<file path="src/rtl/stall_ctrl_pkg.sv">
// Shared constants for the pipeline stall sequencer: MDU latencies, countdown width, $0 index.
package stall_ctrl_pkg;

  localparam int unsigned MULT_CYCLES_DEF = 5;
  localparam int unsigned DIV_CYCLES_DEF  = 10;
  localparam int unsigned CNT_W_DEF       = 4;
  localparam int unsigned REG_W           = 5;

  localparam logic [REG_W-1:0] REG_ZERO = 5'd0;

  // Register match that never fires on $0, which is hardwired and never a real dependency.
  function automatic logic reg_match(input logic [REG_W-1:0] a, input logic [REG_W-1:0] b);
    return (a == b) && (a != REG_ZERO);
  endfunction

endpackage

</file>
<file path="src/rtl/mdu_busy_timer.sv">
// MDU occupancy countdown: loads on a start pulse when idle, decrements to zero,
// flags a sticky overlap error when a start arrives while still busy.
module mdu_busy_timer
  import stall_ctrl_pkg::*;
#(
  parameter int unsigned MULT_CYCLES = MULT_CYCLES_DEF,
  parameter int unsigned DIV_CYCLES  = DIV_CYCLES_DEF,
  parameter int unsigned CNT_W       = CNT_W_DEF
) (
  input  logic clk,
  input  logic reset,
  input  logic mdu_start,
  input  logic mdu_is_div,
  output logic mdu_busy,
  output logic err_overlap
);

  localparam logic [0:0] ST_IDLE = 1'b0;
  localparam logic [0:0] ST_BUSY = 1'b1;

  logic [0:0]       r_state;
  logic [0:0]       w_state_nxt;
  logic [CNT_W-1:0] r_cnt;
  logic [CNT_W-1:0] w_cnt_nxt;
  logic [CNT_W-1:0] w_load_val;
  logic             r_err;
  logic             w_err_nxt;

  assign w_load_val = mdu_is_div ? CNT_W'(DIV_CYCLES) : CNT_W'(MULT_CYCLES);

  always_ff @(posedge clk) begin
    if (!reset) begin
      r_state <= ST_IDLE;
      r_cnt   <= '0;
      r_err   <= 1'b0;
    end else begin
      r_state <= w_state_nxt;
      r_cnt   <= w_cnt_nxt;
      r_err   <= w_err_nxt;
    end
  end

  // A start while busy is dropped; the running countdown is left untouched.
  always_comb begin
    w_state_nxt = r_state;
    w_cnt_nxt   = r_cnt;
    w_err_nxt   = r_err;
    case (r_state)
      ST_IDLE: begin
        if (mdu_start) begin
          w_cnt_nxt   = w_load_val;
          w_state_nxt = (w_load_val != '0) ? ST_BUSY : ST_IDLE;
        end
      end
      ST_BUSY: begin
        if (mdu_start) begin
          w_err_nxt = 1'b1;
        end
        if (r_cnt <= CNT_W'(1)) begin
          w_cnt_nxt   = '0;
          w_state_nxt = ST_IDLE;
        end else begin
          w_cnt_nxt = r_cnt - CNT_W'(1);
        end
      end
      default: begin
        w_state_nxt = ST_IDLE;
        w_cnt_nxt   = '0;
      end
    endcase
  end

  assign mdu_busy    = (r_cnt != '0);
  assign err_overlap = r_err;

endmodule

</file>
<file path="src/rtl/hazard_stall_ctrl.sv">
// Front-end stall/bubble sequencer: load-use and MDU-occupancy hazards drive PC/IFID
// enables and the ID/EX bubble. HAZARD_STALL_PERF_EN adds saturating stall counters.
module hazard_stall_ctrl
  import stall_ctrl_pkg::*;
#(
  parameter int unsigned MULT_CYCLES = MULT_CYCLES_DEF,
  parameter int unsigned DIV_CYCLES  = DIV_CYCLES_DEF,
  parameter int unsigned CNT_W       = CNT_W_DEF
) (
  input  logic       clk,
  input  logic       reset,
  input  logic [4:0] id_rs,
  input  logic [4:0] id_rt,
  input  logic       id_rs_tuse0,
  input  logic       id_rt_tuse0,
  input  logic       id_rs_tuse1,
  input  logic       id_rt_tuse1,
  input  logic       id_is_md,
  input  logic       ex_is_load,
  input  logic [4:0] ex_rd,
  input  logic       mem_is_load,
  input  logic [4:0] mem_rd,
  input  logic       mdu_start,
  input  logic       mdu_is_div,
  output logic       pc_en,
  output logic       if_id_en,
  output logic       id_ex_bubble,
  output logic       mdu_busy,
  output logic       stall,
  output logic       err_overlap
`ifdef HAZARD_STALL_PERF_EN
  ,
  output logic [31:0] stall_cycles,
  output logic [31:0] mdu_stall_cycles
`endif
);

  logic w_ex_hz;
  logic w_mem_hz;
  logic w_mdu_hz;
  logic w_mdu_busy;
  logic w_stall;

  mdu_busy_timer #(
    .MULT_CYCLES (MULT_CYCLES),
    .DIV_CYCLES  (DIV_CYCLES),
    .CNT_W       (CNT_W)
  ) u_mdu_busy_timer (
    .clk         (clk),
    .reset       (reset),
    .mdu_start   (mdu_start),
    .mdu_is_div  (mdu_is_div),
    .mdu_busy    (w_mdu_busy),
    .err_overlap (err_overlap)
  );

  // EX load result is late for any consumer; MEM load result is late only for ID-stage consumers.
  assign w_ex_hz  = ex_is_load &
                    (((id_rs_tuse0 | id_rs_tuse1) & reg_match(id_rs, ex_rd)) |
                     ((id_rt_tuse0 | id_rt_tuse1) & reg_match(id_rt, ex_rd)));
  assign w_mem_hz = mem_is_load &
                    ((id_rs_tuse0 & reg_match(id_rs, mem_rd)) |
                     (id_rt_tuse0 & reg_match(id_rt, mem_rd)));
  assign w_mdu_hz = id_is_md & (w_mdu_busy | mdu_start);
  assign w_stall  = w_ex_hz | w_mem_hz | w_mdu_hz;

  assign stall        = w_stall;
  assign pc_en        = ~w_stall;
  assign if_id_en     = ~w_stall;
  assign id_ex_bubble = w_stall;
  assign mdu_busy     = w_mdu_busy;

`ifdef HAZARD_STALL_PERF_EN
  logic [31:0] r_stall_cycles;
  logic [31:0] r_mdu_stall_cycles;

  always_ff @(posedge clk) begin
    if (!reset) begin
      r_stall_cycles     <= '0;
      r_mdu_stall_cycles <= '0;
    end else begin
      if (w_stall && (r_stall_cycles != '1)) begin
        r_stall_cycles <= r_stall_cycles + 32'd1;
      end
      if (w_mdu_hz && (r_mdu_stall_cycles != '1)) begin
        r_mdu_stall_cycles <= r_mdu_stall_cycles + 32'd1;
      end
    end
  end

  assign stall_cycles     = r_stall_cycles;
  assign mdu_stall_cycles = r_mdu_stall_cycles;
`endif

endmodule

</file>
<file path="config.mk">
export PLATFORM = sky130hd
export DESIGN_NAME = hazard_stall_ctrl
export DESIGN_NICKNAME = d
export VERILOG_FILES = /design/src/rtl/stall_ctrl_pkg.sv /design/src/rtl/mdu_busy_timer.sv /design/src/rtl/hazard_stall_ctrl.sv
export SDC_FILE = /design/constraint.sdc
export NUM_CORES = 1
export LEC_CHECK = 0
export CAP_MARGIN = 10
export CORE_MARGIN = 1
export CORE_UTILIZATION = 39
export CTS_CLUSTER_SIZE = 40
export DETAILED_ROUTE_END_ITERATION = 10
export GPL_ROUTABILITY_DRIVEN = 0
export PLACE_DENSITY = 0.92
export REMOVE_ABC_BUFFERS = 1
export SLEW_MARGIN = 20
export SYNTH_ARGS = -nofsm -noshare
export SYNTH_HDL_FRONTEND = slang
export SYNTH_HIERARCHICAL = 1
export SYNTH_SLANG_ARGS = --single-unit
</file>
<file path="constraint.sdc">
create_clock -name clk -period 4.8 [get_ports clk]
set_clock_uncertainty 0.15 [all_clocks]
set_input_delay 1.44 -clock clk [delete_from_list [all_inputs] [get_ports clk]]
set_output_delay 1.44 -clock clk [all_outputs]
set_load 0.005 [all_outputs]
</file>
==> impl_metrics.json <==
{
  "power_density_mw_per_mm2": 200,
  "nFillCells": 99,
  "areaGrowthSynthToFinish_pct": 79.1,
  "max_stage_delay_ns": 0.51,
  "start_kind": "input pin",
  "p_leak_uw": 0.000431,
  "seqCellArea_um2": 120,
  "h-tree-depth": 1,
  "avgRoutedWirePerCell_um": 16.4,
  "final_util_pct": 74.7,
  "boundaryPins": 37,
  "die-width_um": 42.1,
  "p_seq_share_pct": 27.3,
  "finalNetCount": 160,
  "combPwrFrac_pct": 50.5,
  "setup-violations-final": 0,
  "clkTransAtPathRegs_ns": 0.06,
  "grt_max_degree": 7,
  "finalHoldViolCount": 0,
  "die-area_mm2": 0.00177,
  "min_path_type": "reg2reg",
  "syn_inst": 78,
  "grt_pass1_vias": 816,
  "critical_path.top_delay_family": "simple AND/OR/NAND/NOR gates",
  "max_freq_mhz": 211,
  "path_class": "in2out",
  "placementRows": 14,
  "antenna_found_initial": 0,
  "drive_gt1_share_pct": 18.4,
  "antenna_cells": 0,
  "required_ns": 3.21,
  "cts_sinks": 6,
  "cts.path.max_buffers": 2,
  "grt_first_pass_wirelength_um": 3550,
  "min_period_ns": 4.74,
  "synth_seq_cells": 6,
  "grt-ovfl-total": 0,
  "arrival_ns": 3.15,
  "insertion_delay_ns": 0.26,
  "period_share_pct": 98.8,
  "synth_top_area_cell": "xnor2_1",
  "holdWs_ns": 0.366,
  "ant_nets": 0,
  "syn-cell-area_um2": 628,
  "worst_path_max_delay_cell": "or4_4",
  "worst_pin_slew_ns": 0.425,
  "via_per_inst": 5.75,
  "finalPower_uw": 225,
  "drc": 0,
  "synth_top_area_share_pct": 22.3,
  "io_buffers": 36,
  "vias": 811,
  "internal_power_uw": 148,
  "yosysWarnings": 6,
  "drt_iter0_markers": 35,
  "placedInstanceArea_mm2": 0.00106,
  "routed_wirelength_um": 2310,
  "coreArea_mm2": 0.00151,
  "dr.pass1.iters": 4,
  "cp-end-kind": "primary output",
  "cts_buffers": 3,
  "status": "complete, no violations",
  "root_buffer": "clkbuf_4",
  "ir_drop_v": 0.000183,
  "slew_violations": 0,
  "cts_tree": "built",
  "maxCapViolCount": 0,
  "grt_util_all_layers_pct": 26.2,
  "syn_area_per_cell_um2": 8.05,
  "final_area_mm2": 0.00112,
  "swShare_pct": 34.1,
  "synthTopCellsByArea": "xnor2_1 22%, dfxtp_1 19%, o21ai_0 5.6%, xor2_1 5.6%, ha_1 4.0%",
  "synthDistinctLibCells": 30,
  "initial_core_util_pct": 41.7,
  "netSwitchingPower_uw": 76.9,
  "clockPowerShare_pct": 22.2,
  "multi_input_area_um2": 514,
  "post-dp-hpwl_um": 1770,
  "cp_max_fo": 2,
  "die_h_um": 42.1,
  "crit_chain": "clkdlybuf4s50_1 -> or4_4 -> nor2_4 -> nor4_2 -> o21ai_1 -> and3_1 -> clkdlybuf4s15_1",
  "crit_buf_inv": 2,
  "synth_seq_area_share_pct": 19.1,
  "max_slew_margin_pct": 71.6
}
[worst register-to-register path, cell delays in order, from the launching register on]
cell	delay [ns]
dfxtp_1	0.40
inv_1	0.07
ha_1	0.24
or2_4	0.27
a221o_1	0.39
a211oi_2	0.22
[Yosys cell counts (all sizes together)]
cell type	count
nand2b	1
nand3	1
a21oi	3
nor4	2
xor2	4
a221o	2
nor3	3
nor2b	1
dfxtp	6
o21ai	9
or4	2
nand2	3
nor2	3
or2	2
a31oi	1
a211o	2
nand4	4
nor3b	1
xnor2	16
ha	2
inv	3
and3	1
buf	2
a211oi	3
a21o	1
[layer usage]
| metal | vias to the layer above | routed length, um | global-route usage [%] | part of all wire [%] |
|---|---|---|---|---|
| met2 | 45 | 1200 | 49.7 | 52 |
| met3 | 2 | 130 | 5.60 | 5.6 |
| met4 | 0 | 9 | 5.00 | 0.39 |
| met5 | - | 0 | 0 | 0 |
| li1 | 385 | - | - | - |
| met1 | 379 | 971 | 29.9 | 42 |
[area by class of cell]
cell class                 count  share of cell area (%)
timing repair buffer          46                    38.8
inverter                       3                    1.00
clock buffer                   3                    2.00
tap                           16                    1.78
multi-input combinational     67                    45.7
sequential                     6                    10.7
[sequential cells by signal, summed over array words and instances, names as in the netlist]
| name | flops |
|---|---|
| u_mdu_busy_timer/err_overlap | 1 |
| u_mdu_busy_timer/r_state | 1 |
| u_mdu_busy_timer/r_cnt | 4 |
[power groups by stage]
| stage | Clock [uW] | Combinational, uW | Sequential [uW] |
|---|---|---|---|
| 3_3_place_gp | 0 | 104 | 61.8 |
| 5_1_grt | 53.1 | 121 | 62.2 |
| 2_1_floorplan | 0 | 48.1 | 61.0 |
| 4_1_cts | 50.3 | 110 | 61.1 |
| 3_5_place_dp | 0 | 109 | 62.1 |
| 6_report | 50.0 | 114 | 61.4 |
[cells in the final DEF (no fill, tap or decap), drive strengths merged]
| cell type | count |
|---|---|
| a211o | 2 |
| a211oi | 3 |
| a21o | 1 |
| a21oi | 3 |
| a221o | 2 |
| a31oi | 1 |
| and3 | 1 |
| buf | 11 |
| clkbuf | 3 |
| clkdlybuf4s15 | 3 |
| clkdlybuf4s50 | 29 |
| dfxtp | 6 |
| dlygate4sd2 | 1 |
| dlymetal6s2s | 2 |
| ha | 2 |
| inv | 3 |
| nand2 | 3 |
| nand2b | 1 |
| nand3 | 1 |
| nand4 | 4 |
| nor2 | 3 |
| nor2b | 1 |
| nor3 | 3 |
| nor3b | 1 |
| nor4 | 2 |
| o21ai | 9 |
| or2 | 2 |
| or4 | 2 |
| xnor2 | 16 |
| xor2 | 4 |
[path summary, 6_finish.rpt]
| path | start | end | slack (ns) | depth (start not counted) |
|---|---|---|---|---|
| hold reg to reg | u_mdu_busy_timer/err_overlap$_SDFFE_PN0P_ | u_mdu_busy_timer/err_overlap$_SDFFE_PN0P_ | 0.37 | 2 |
| hold / removal | u_mdu_busy_timer/err_overlap$_SDFFE_PN0P_ | u_mdu_busy_timer/err_overlap$_SDFFE_PN0P_ | 0.37 | 2 |
| setup / recovery | id_rs[4] | pc_en | 0.06 | 7 |
| setup reg to reg | u_mdu_busy_timer/r_cnt[0]$_SDFFE_PN0P_ | u_mdu_busy_timer/r_cnt[3]$_SDFFE_PN0P_ | 2.97 | 5 |
[through the flow]
| step | setup WS (ns) | std cells | TNS (ns) |
|---|---|---|---|
| 3_5_place_dp | -0.275 | 137 | -0.869 |
| 5_1_grt | -0.00746 | 141 | -0.0144 |
| 6_report | 0.0560 | 141 | 0 |
| 3_3_place_gp | -0.228 | 137 | -0.686 |
| 4_1_cts | 0.0451 | 141 | 0 |
| 2_1_floorplan | 0.735 | 76 | 0 |
[timing repair]
item	4_1_cts	5_1_grt
pin swaps	4	6
setup buffers	1	0
endpoints found under the hold margin	0	0
hold buffers	0	0
setup endpoints to repair	4	4
resized for setup	10	8
[cells by family (layout without fill, tap and decap cells)]
| logic type | Yosys count | count (layout) | share of synthesized area (%) |
|---|---|---|---|
| AO/OA/AOI/OAI | 21 | 21 | 22.7 |
| XOR/XNOR | 20 | 20 | 27.9 |
| adder cells (fa/ha/maj) | 2 | 2 | 3.98 |
| buffers and inverters | 5 | 52 | 4.18 |
| flip-flops | 6 | 6 | 19.1 |
| AND/OR/NAND/NOR | 24 | 24 | 22.1 |
Note: power is estimated with default switching activity, not from simulation.
